**src/rtl/riscv_muldiv_unit_if.sv**
```systemverilog
// Request/response bundle between the EX stage and the iterative mul/div unit.
// Handshake: start is taken only when the unit is idle or done and flush is low; busy stalls the
// issuer; valid is a one-cycle strobe and result holds until the next accepted start.
interface riscv_muldiv_unit_if #(
  parameter int DATA_W = 32
);
  logic              start;
  logic [2:0]        funct3;
  logic [DATA_W-1:0] op_a;
  logic [DATA_W-1:0] op_b;
  logic              flush;
  logic              busy;
  logic              valid;
  logic [DATA_W-1:0] result;
  logic [1:0]        dbg_state;

  modport master (
    output start, funct3, op_a, op_b, flush,
    input  busy, valid, result, dbg_state
  );

  modport slave (
    input  start, funct3, op_a, op_b, flush,
    output busy, valid, result, dbg_state
  );
endinterface

```
**src/rtl/riscv_muldiv_unit.sv**
```systemverilog
// Iterative RV32M/RV64M execute unit: radix-2 shift-add multiply and restoring divide
// on operand magnitudes, with the sign fix-up applied in a single cycle at the end.
module riscv_muldiv_unit #(
  parameter int DATA_W = 32
) (
  input logic               clk,
  input logic               reset,
  riscv_muldiv_unit_if.slave bus
);
  localparam int CNT_W = $clog2(DATA_W + 1);

  typedef enum logic [1:0] {IDLE = 2'd0, CALC = 2'd1, FIX = 2'd2, DONE = 2'd3} state_t;

  state_t              state;
  logic [CNT_W-1:0]    cnt;
  logic [2:0]          f3;
  logic [DATA_W-1:0]   a_reg;
  logic [DATA_W-1:0]   b_reg;
  logic [2*DATA_W-1:0] acc;
  logic                neg_res;
  logic                neg_rem;
  logic                busy_r;
  logic                valid_r;
  logic [DATA_W-1:0]   result_r;

  logic                accept;
  logic                a_signed, b_signed, a_neg, b_neg;
  logic [DATA_W-1:0]   a_mag, b_mag, fast_res, fix_res;
  logic                div_zero, div_ovf;
  logic [DATA_W:0]     mul_sum, rem_sh, diff;
  logic [2*DATA_W-1:0] prod;
  logic [DATA_W-1:0]   quot, rem;

  always_comb begin
    accept   = bus.start && !bus.flush && (state == IDLE || state == DONE);
    a_signed = (bus.funct3 == 3'b001) || (bus.funct3 == 3'b010) ||
               (bus.funct3 == 3'b100) || (bus.funct3 == 3'b110);
    b_signed = (bus.funct3 == 3'b001) || (bus.funct3 == 3'b100) || (bus.funct3 == 3'b110);
    a_neg    = a_signed && bus.op_a[DATA_W-1];
    b_neg    = b_signed && bus.op_b[DATA_W-1];
    a_mag    = a_neg ? -bus.op_a : bus.op_a;
    b_mag    = b_neg ? -bus.op_b : bus.op_b;
    div_zero = bus.funct3[2] && (bus.op_b == '0);
    // Only DIV/REM (funct3[0]==0) can overflow: most-negative / -1.
    div_ovf  = bus.funct3[2] && !bus.funct3[0] &&
               (bus.op_a == {1'b1, {(DATA_W-1){1'b0}}}) && (bus.op_b == '1);
    if (div_zero) fast_res = bus.funct3[1] ? bus.op_a : '1;
    else          fast_res = bus.funct3[1] ? '0 : bus.op_a;
  end

  // One iteration step: product accumulates in the upper half and shifts right;
  // the divide keeps the partial remainder in the upper half and the quotient in a_reg.
  always_comb begin
    mul_sum = {1'b0, acc[2*DATA_W-1:DATA_W]} + (b_reg[0] ? {1'b0, a_reg} : '0);
    rem_sh  = {acc[2*DATA_W-1:DATA_W], a_reg[DATA_W-1]};
    diff    = rem_sh - {1'b0, b_reg};
  end

  always_comb begin
    prod = neg_res ? -acc : acc;
    quot = neg_res ? -a_reg : a_reg;
    rem  = neg_rem ? -acc[2*DATA_W-1:DATA_W] : acc[2*DATA_W-1:DATA_W];
    case (f3)
      3'b000:                 fix_res = prod[DATA_W-1:0];
      3'b001, 3'b010, 3'b011: fix_res = prod[2*DATA_W-1:DATA_W];
      3'b100, 3'b101:         fix_res = quot;
      default:                fix_res = rem;
    endcase
  end

  always_ff @(posedge clk) begin
    if (reset) begin
      state    <= IDLE;
      cnt      <= '0;
      f3       <= '0;
      a_reg    <= '0;
      b_reg    <= '0;
      acc      <= '0;
      neg_res  <= 1'b0;
      neg_rem  <= 1'b0;
      busy_r   <= 1'b0;
      valid_r  <= 1'b0;
      result_r <= '0;
    end else begin
      valid_r <= 1'b0;
      case (state)
        IDLE, DONE: begin
          busy_r <= 1'b0;
          state  <= IDLE;
          if (accept) begin
            f3      <= bus.funct3;
            a_reg   <= a_mag;
            b_reg   <= b_mag;
            neg_res <= a_neg ^ b_neg;
            neg_rem <= a_neg;
            cnt     <= CNT_W'(DATA_W);
            acc     <= '0;
            if (div_zero || div_ovf) begin
              result_r <= fast_res;
              valid_r  <= 1'b1;
              state    <= DONE;
            end else begin
              busy_r <= 1'b1;
              state  <= CALC;
            end
          end
        end
        CALC: begin
          if (bus.flush) begin
            busy_r <= 1'b0;
            state  <= IDLE;
          end else begin
            cnt <= cnt - CNT_W'(1);
            if (f3[2]) begin
              if (!diff[DATA_W]) begin
                acc[2*DATA_W-1:DATA_W] <= diff[DATA_W-1:0];
                a_reg                  <= {a_reg[DATA_W-2:0], 1'b1};
              end else begin
                acc[2*DATA_W-1:DATA_W] <= rem_sh[DATA_W-1:0];
                a_reg                  <= {a_reg[DATA_W-2:0], 1'b0};
              end
            end else begin
              acc   <= {mul_sum, acc[DATA_W-1:1]};
              b_reg <= b_reg >> 1;
            end
            if (cnt == CNT_W'(1)) state <= FIX;
          end
        end
        FIX: begin
          busy_r <= 1'b0;
          if (bus.flush) begin
            state <= IDLE;
          end else begin
            result_r <= fix_res;
            valid_r  <= 1'b1;
            state    <= DONE;
          end
        end
        default: state <= IDLE;
      endcase
    end
  end

  assign bus.busy      = busy_r;
  assign bus.valid     = valid_r;
  assign bus.result    = result_r;
  assign bus.dbg_state = state;
endmodule

```
**src/flat_wrapper.sv**
```systemverilog
// flat-port wrapper written by rule: the top's interface ports become plain ports
module riscv_muldiv_unit_flat 
#(
  parameter int DATA_W = 32
)
  (clk, reset, bus_start, bus_funct3, bus_op_a, bus_op_b, bus_flush, bus_busy, bus_valid, bus_result, bus_dbg_state);
  riscv_muldiv_unit_if #(.DATA_W(DATA_W)) bus_i ();
  input logic clk;
  input logic reset;
  input wire logic [$bits(bus_i.start)-1:0] bus_start;
  input wire logic [$bits(bus_i.funct3)-1:0] bus_funct3;
  input wire logic [$bits(bus_i.op_a)-1:0] bus_op_a;
  input wire logic [$bits(bus_i.op_b)-1:0] bus_op_b;
  input wire logic [$bits(bus_i.flush)-1:0] bus_flush;
  output wire logic [$bits(bus_i.busy)-1:0] bus_busy;
  output wire logic [$bits(bus_i.valid)-1:0] bus_valid;
  output wire logic [$bits(bus_i.result)-1:0] bus_result;
  output wire logic [$bits(bus_i.dbg_state)-1:0] bus_dbg_state;
  assign bus_i.start = bus_start;
  assign bus_i.funct3 = bus_funct3;
  assign bus_i.op_a = bus_op_a;
  assign bus_i.op_b = bus_op_b;
  assign bus_i.flush = bus_flush;
  assign bus_busy = bus_i.busy;
  assign bus_valid = bus_i.valid;
  assign bus_result = bus_i.result;
  assign bus_dbg_state = bus_i.dbg_state;
  riscv_muldiv_unit #(.DATA_W(DATA_W)) u_core (.clk(clk), .reset(reset), .bus(bus_i));
endmodule
```
**config.mk**
```make
export PLATFORM = sky130hd
export DESIGN_NAME = riscv_muldiv_unit_flat
export DESIGN_NICKNAME = d
export VERILOG_FILES = /design/src/rtl/riscv_muldiv_unit_if.sv /design/src/rtl/riscv_muldiv_unit.sv /design/src/flat_wrapper.sv
export SDC_FILE = /design/constraint.sdc
export NUM_CORES = 1
export LEC_CHECK = 0
export CORE_UTILIZATION = 55
export CTS_CLUSTER_DIAMETER = 150
export DETAILED_ROUTE_END_ITERATION = 16
export HOLD_SLACK_MARGIN = 0.02
export PLACE_DENSITY = 0.78
export SLEW_MARGIN = 20
export SYNTH_ARGS = -nofsm -noshare
export SYNTH_HDL_FRONTEND = slang
export SYNTH_SLANG_ARGS = --single-unit
```
**constraint.sdc**
```tcl
create_clock -name clk -period 4.7 [get_ports clk]
set_clock_uncertainty 0.1 [all_clocks]
set_input_delay 0.705 -clock clk [delete_from_list [all_inputs] [get_ports clk]]
set_output_delay 0.705 -clock clk [all_outputs]
set_load 0.1 [all_outputs]
```
# == Yosys cells after proc, flatten, opt, wreduce, memory -nomap -nowiden ==
# Cells that the tools add are included.
# totals
regBits,175
word_cells,120
# op_classes
n_addsub,8
n_eq_ne,23
mux,46
bitwise_logic,1
n_reduce_logical,30
# ops
cell,n
2-to-1 mux 32 bit,20
2-to-1 mux 64 bit,3
one-hot mux 32 bit (2 select lines),3
negator 32 bit,4
one-hot mux 64 bit (2 select lines),1
one-hot mux 32 bit (3 select lines),1
equality test 32 bit (second input constant),2
negator 64 bit,1
adder 32 x 33 -> 33 bit,1
subtractor 33 x 32 -> 33 bit,1
zero test 32 bit,1
equality test 3 bit (second input constant),4
2-to-1 mux 6 bit,2
one-hot mux 6 bit (2 select lines),1
AND reduction 4 bit,3
2-to-1 mux 2 bit,5
equality test 3 x 2 -> 1 bit (second input constant),3
logical AND 1 bit,8
inequality test 2 bit (second input constant),4
logical OR 1 bit,7
2-to-1 mux 1 bit,7
equality test 3 x 1 -> 1 bit (second input constant),2
equality test 6 x 1 -> 1 bit (second input constant),1
inequality test 2 x 1 -> 1 bit (second input constant),3
other kinds (16),20

# == Logic depth before layout (Yosys ltp) ==
# depth
word_depth,8
depth_mapped,14

# == Least setup slack after synthesis ==
# No wires, ideal clock.
# synth_timing
path_kind,input-to-reg
from,input port bus_op_b[24]
to,"register u_core.result_r[15], in the netlist u_core.bus.result[15]"
setup_time_ps,70
arrival_time_ps,3153
required_time_ps,4530
slack_ps,1377
stages,11
path_buffers,3
path_cell_list,or4_1 nor4_1 nand3_1 and4b_1 clkbuf_1 clkbuf_1 buf_1 nor2_1 o21ai_0 o211ai_1 a21oi_1
# synth_between
elab_chain_cells,6
# synth_lines
item,line_no,source
start: declaration,flat_wrapper.sv:13,input wire logic [$bits(bus_i.op_b)-1:0] bus_op_b;
zero test 32 bit,riscv_muldiv_unit.sv:43,div_zero = bus.funct3[2] && (bus.op_b == '0);
logical AND 1 bit,riscv_muldiv_unit.sv:43,
2-to-1 mux 32 bit,riscv_muldiv_unit.sv:47,if (div_zero) fast_res = bus.funct3[1] ? bus.op_a : '1;
2-to-1 mux 32 bit,riscv_muldiv_unit.sv:98,if (div_zero || div_ovf) begin
2-to-1 mux 32 bit,riscv_muldiv_unit.sv:90,if (accept) begin
one-hot mux 32 bit (2 select lines),riscv_muldiv_unit.sv:86,case (state)
end signal: assignment,riscv_muldiv_unit.sv:99,result_r <= fast_res;
end signal: assignment,riscv_muldiv_unit.sv:134,result_r <= fix_res;
end: declaration,riscv_muldiv_unit.sv:24,logic [DATA_W-1:0] result_r;
# Parallel ways exist; a longest one is shown, timed or not. The select of a mux whose other input is x is not followed.
# A chain may end at the register's enable or synchronous reset.

# == Final worst setup path ==
# layout_timing
from,input port bus_op_a[13]
to,"register u_core.result_r[30], in the netlist u_core.bus.result[30]"
# layout_between
elab_chain_cells,6
# layout_lines
item,line_no,source
start: declaration,flat_wrapper.sv:12,input wire logic [$bits(bus_i.op_a)-1:0] bus_op_a;
equality test 32 bit,riscv_muldiv_unit.sv:46,"(bus.op_a == {1'b1, {(DATA_W-1){1'b0}}}) && (bus.op_b == '1);"
logical AND 1 bit,riscv_muldiv_unit.sv:45,div_ovf = bus.funct3[2] && !bus.funct3[0] &&
logical AND 1 bit,riscv_muldiv_unit.sv:46,
logical OR 1 bit,riscv_muldiv_unit.sv:98,
inequality test 2 x 1 -> 1 bit (no line),--,
AND reduction 4 bit (no line),--,
# Every way passes these cells.

==> metrics.txt <==
clock power share=35.4%; Top Ports=107; slew margin rel.=20.7%; CP startpoint kind=input pin; Max Slew Vio Count=0; Vias/cell=6.75; Mapped Cells=2321; HPWL after DPL=46.8 mm; P_leak=0.00669 uW; Final Hold Violating Endpoints=0; Setup violations, final=0; drt wl/cell=22.8 um; maximum VDD drop=246 uV; Tot GR Track Use=40.2%; min Tclk post-route=4.05 ns; Largest register FFs=64; CP Class=in -> reg; most flop-heavy register=u_core.acc; Area Overhead vs Synth=12.5%; worst path required time=5.01 ns; Die Ht=174 um; Total Die Area=30400 um^2; synthesized area per cell=7.05 um^2; Root Driver=clkbuf_16; Synth top area share=21.4%; hold_buf cts=0; post-synth top area cell=dfxtp_1; routed wire length=62.4 mm; fraction of layout cells with a size suffix above 1=5.69%; htree depth=4; cts bufs inserted=17; nets=2493; switching share of total power=35.4%; Yosys warning total=0; FF+latch area=3500 um^2; first-pass GRT wire length=95.2 mm; RSZ-0062 raised after global routing=no; post-route non-filler standard cell count=2741; antenna-violating nets left=0; largest net degree at the start of global routing=88; combinational power share=28.1%; fillers=2627; Synth Register Bits=175; 1st-pass router iterations=9; clock latency on the worst-skew pair=0.47 ns; Distinct cells, synth=81; CTS tree=built; commonest non-fill, non-tap cell in the layout=nand2_1; CTS Buffer Depth=2; P_sw=1560 uW; post-CTS setup buffers=0; most frequent cells in the layout=nand2_1, o21ai_0, a21oi_1; critical-path maximum fanout=21; initial core utilization=56.4%; Fmax=247 MHz; Data arrival, critical path=4.37 ns; Starting DRT DRC Count=2639; Flop pwr share=36.5%; EDFF count, synth=0; syn_nets=2469; total congestion overflow=0; status=finished, final reports clean; Post-Syn Area=16400 um^2; ys async rst share=0%; post_cts resized=0; Sum Neg Setup Slack=0 ns; DRC violations left=0; Die Wd=174 um; GP Congestion=1.05; total core area=29000 um^2; pwr dens=240 nW/um^2; worst min path class=reg -> reg; Vias=18.5k; Clock Pin Slew Worst Setup and Hold Paths=0.08 ns; pre-CTS WS=0.307 ns; share of the yosys chip area belonging to registers=21.4%; Final Cycle Share=86.2%; port bufs=106; CTS Sinks=175; endpoint class of the critical path=register; setup slack after layout=0.649 ns; area of the multi-input gates=11900 um^2; max_cap viols=0; Row Count=62; placed insts=2710; Synth area leaders=dfxtp_1, nand2_1, o21ai_0; Top FF cell, synth=dfxtp_1; vias in the first global route=16.3k; cell internal pwr=2850 uW; Least-Margin Pin Slew=1.17 ns; antenna violations before repair=3
==> routing by layer <==
metal  share of wire, %  wire [um]  vias up  GRT usage, %
li1                   -          -     8457             -
met1                 42      26500     8672          56.4
met2                 41      25700     1169          58.3
met3                 12       7480      198          10.2
met4                4.3       2700        6          16.1
met5              0.059         37        -             0
==> area by class of cell <==
class                           count  share of cell area, %
Clock buffer                       18                   2.38
Multi-Input combinational cell   1895                   64.9
Clock inverter                     12                  0.938
Antenna cell                        1                 0.0136
Inverter                           83                   1.69
Sequential cell                   175                   19.0
Tap cell                          384                   2.61
Timing Repair Buffer              173                   8.48
==> power groups by stage <==
stage / combinational [uW] / clock, uW / sequential (uW)
after floorplan: 797 / 0 / 1630
after global placement: 1190 / 0 / 1640
after detailed placement: 1200 / 0 / 1640
after CTS: 1200 / 1570 / 1610
after global routing: 1330 / 1640 / 1610
final: 1240 / 1560 / 1610
==> critical path, cell delays in order <==
cell             delay, ns
clkdlybuf4s50_1       0.52
nor4_1                0.48
nor4bb_1              0.57
nor4b_1               0.43
nand2_1               0.24
nor4_1                0.22
nor2_1                0.15
a21o_1                0.49
nor4_1                0.39
a32o_1                0.17
==> logic make-up after synthesis <==
kind of cell,share of synthesized area [%]
DFF,21.4
and+or+nand+nor,23.4
xor gates and xnor gates,11.2
AOI/OAI and AO/OA,29.3
muxes,1.66
adders and majority gates,7.14
buffers and inverters,5.83
==> synth_stat cells (all sizes together) (9+ instances only) <==
cell type / instances
dfxtp: 175
and2: 39
nor3: 56
nand4: 22
xor2: 104
o21a: 19
a31oi: 28
nor4: 30
nand3: 48
a21o: 18
inv: 82
maj3: 19
o31ai: 42
o211ai: 30
nor2b: 13
nor2: 179
o221ai: 14
ha: 75
o22ai: 16
a21oi: 203
o21ai: 211
clkbuf: 155
or4: 24
nand2: 296
nand2b: 16
o41ai: 24
o31a: 10
o21bai: 11
or3: 31
a211oi: 22
and3: 9
buf: 13
mux2i: 26
xnor2: 105
a22oi: 58
==> final timing paths <==
| kind | startpoint | slack [ns] | depth (start not counted) | end |
|---|---|---|---|---|
| hold reg to reg | u_core.b_reg[9]$_SDFFE_PP0P_ | 0.36 | 2 | u_core.b_reg[9]$_SDFFE_PP0P_ |
| setup / recovery | bus_op_a[13] | 0.65 | 10 | u_core.bus.result[30]$_SDFFE_PP0P_ |
| hold / removal | u_core.b_reg[9]$_SDFFE_PP0P_ | 0.36 | 2 | u_core.b_reg[9]$_SDFFE_PP0P_ |
| setup reg to reg | u_core.acc[44]$_SDFFE_PP0P_ | 0.70 | 10 | u_core.bus.result[31]$_SDFFE_PP0P_ |
==> stage by stage <==
step                util [%]  total power, uW  hold slack, ns  cell area [um^2]
floorplan                  -             2430           0.336             16400
detailed placement      61.4             2840           0.348             17800
finish                  63.5             4420           0.355             18400
global placement        61.4             2830           0.342             17800
CTS                     63.5             4380           0.358             18400
global route            63.5             4580           0.374             18400
(Power assumes the default switching activity.)
==> RTL change: new RTL, config.mk and constraints unchanged <==
`DATA_W` is set to 32 in 3 places; all go to 16.
--- a/src/rtl/riscv_muldiv_unit_if.sv
+++ b/src/rtl/riscv_muldiv_unit_if.sv
@@ -4,3 +4,3 @@
 interface riscv_muldiv_unit_if #(
-  parameter int DATA_W = 32
+  parameter int DATA_W = 16
 );
--- a/src/rtl/riscv_muldiv_unit.sv
+++ b/src/rtl/riscv_muldiv_unit.sv
@@ -3,3 +3,3 @@
 module riscv_muldiv_unit #(
-  parameter int DATA_W = 32
+  parameter int DATA_W = 16
 ) (
--- a/src/flat_wrapper.sv
+++ b/src/flat_wrapper.sv
@@ -3,3 +3,3 @@
 #(
-  parameter int DATA_W = 32
+  parameter int DATA_W = 16
 )
Ports: changed (resized bus_op_a, bus_op_b and bus_result); port bits go from 107 to 59. The function was not compared with the original's and may differ.
==> RTL change against the unedited design <==
Wire length down 60%; count of clock-buffer cells in the layout down 8; design area down 50%; setup slack better by 0.17 ns; power down 50%; critical endpoint is now u_core.bus.result[14]$_SDFFE_PP0P_; area after synthesis down 49%; final cell count down 51%; largest cell class unchanged; sequential cell count down 81; die area down 49%; fmax up 4.4%; sequential power down 46%; first-iteration DRC count down 69%.
==> RTL change: results (changes against the unedited design) <==
metric	value	unit	change
outcome	completed		unchanged
reg-to-reg critical path startpoint	u_core.b_reg[0]$_SDFFE_PP0P_		was u_core.acc[44]$_SDFFE_PP0P_
syn avg cell area	7.27	um2	was 7.05 um2
GPL Wtd Cong	0.987		was 1.05
min-delay src	u_core.bus.result[8]$_SDFFE_PP0P_		was u_core.b_reg[9]$_SDFFE_PP0P_
DRT Pass-1 Iters	5		was 9
register area share after synthesis	22.6	%	was 21.4%
hpwl dp	18600	um	was 46800 um
proportion of layout cells with a drive suffix above 1	4.47	%	was 5.69%
Worst R2R End	u_core.acc[28]$_SDFFE_PP0P_		was u_core.bus.result[31]$_SDFFE_PP0P_
met1 wire length	11200	um	was 26500 um
largest net degree at the start of global routing	68		was 88
# placed instances	1331		was 2710
first-pass GRT wire length	40100	um	was 95200 um
hold slack	0.355	ns	about the same
Worst Setup SP	bus_op_b[0]		was bus_op_a[13]
Synth area leaders	dfxtp_1, ha_1, nand2_1		was dfxtp_1, nand2_1, o21ai_0
post-route insts no fill	1347		was 2741
post-placement setup slack	0.485	ns	was 0.307 ns
top sig layer	met4		was met5
wire length on met3	2220	um	was 7480 um
relative slew slack	34.4	%	was 20.7%
R2R Setup Slk	1.00	ns	was 0.70 ns
worst skew pair latency	0.36	ns	was 0.47 ns
slowest CP cell	a21boi_1		was nor4bb_1
Commonest cells post-synth	nand2_1, nor2_1, a21oi_1, dfxtp_1, o21ai_0		was nand2_1, o21ai_0, a21oi_1, nor2_1, dfxtp_1
gr usage total	31.9	%	was 40.2%
Worst setup endpoint	u_core.bus.result[14]$_SDFFE_PP0P_		was u_core.bus.result[30]$_SDFFE_PP0P_
met2 Use GR	48.8	%	was 58.3%
Hold Path End	u_core.bus.result[8]$_SDFFE_PP0P_		was u_core.b_reg[9]$_SDFFE_PP0P_
n_diodes	0		was 1
Fill cells	1350		was 2627
port bufs	58		was 106
RTL change: changes by cell type after synthesis, sizes merged, moves of 56 or more:
cell / change
o21ai: -125
a21oi: -102
nor2: -75
dfxtp: -81
xor2: -56
nand2: -154
clkbuf: -89
RTL change: layout make-up:
| type | count | share of cell area (%) |
|---|---|---|
| repair buffers | 74 | 7.51 |
| flip-flops and latches | 94 | 20.3 |
| inverters | 45 | 1.82 |
| multi-input cells | 934 | 64.6 |
| clock buffers | 10 | 2.47 |
| well taps | 184 | 2.49 |
| clock inverters | 6 | 0.770 |
RTL change: logic make-up after synthesis:
group                      after synthesis  share of synthesized area [%]
buffers and inverters                  120                           5.71
AOI/OAI and AO/OA                      353                           27.1
muxes                                   19                           2.29
xor gates and xnor gates               108                           11.3
DFF                                     94                           22.6
and+or+nand+nor                        396                           22.5
adders and majority gates               58                           8.49
RTL change: power by group:
group | internal, uW | switching [uW]
clock | 418 | 340
combinational | 220 | 351
sequential | 823 | 38.9
total | 1460 | 731
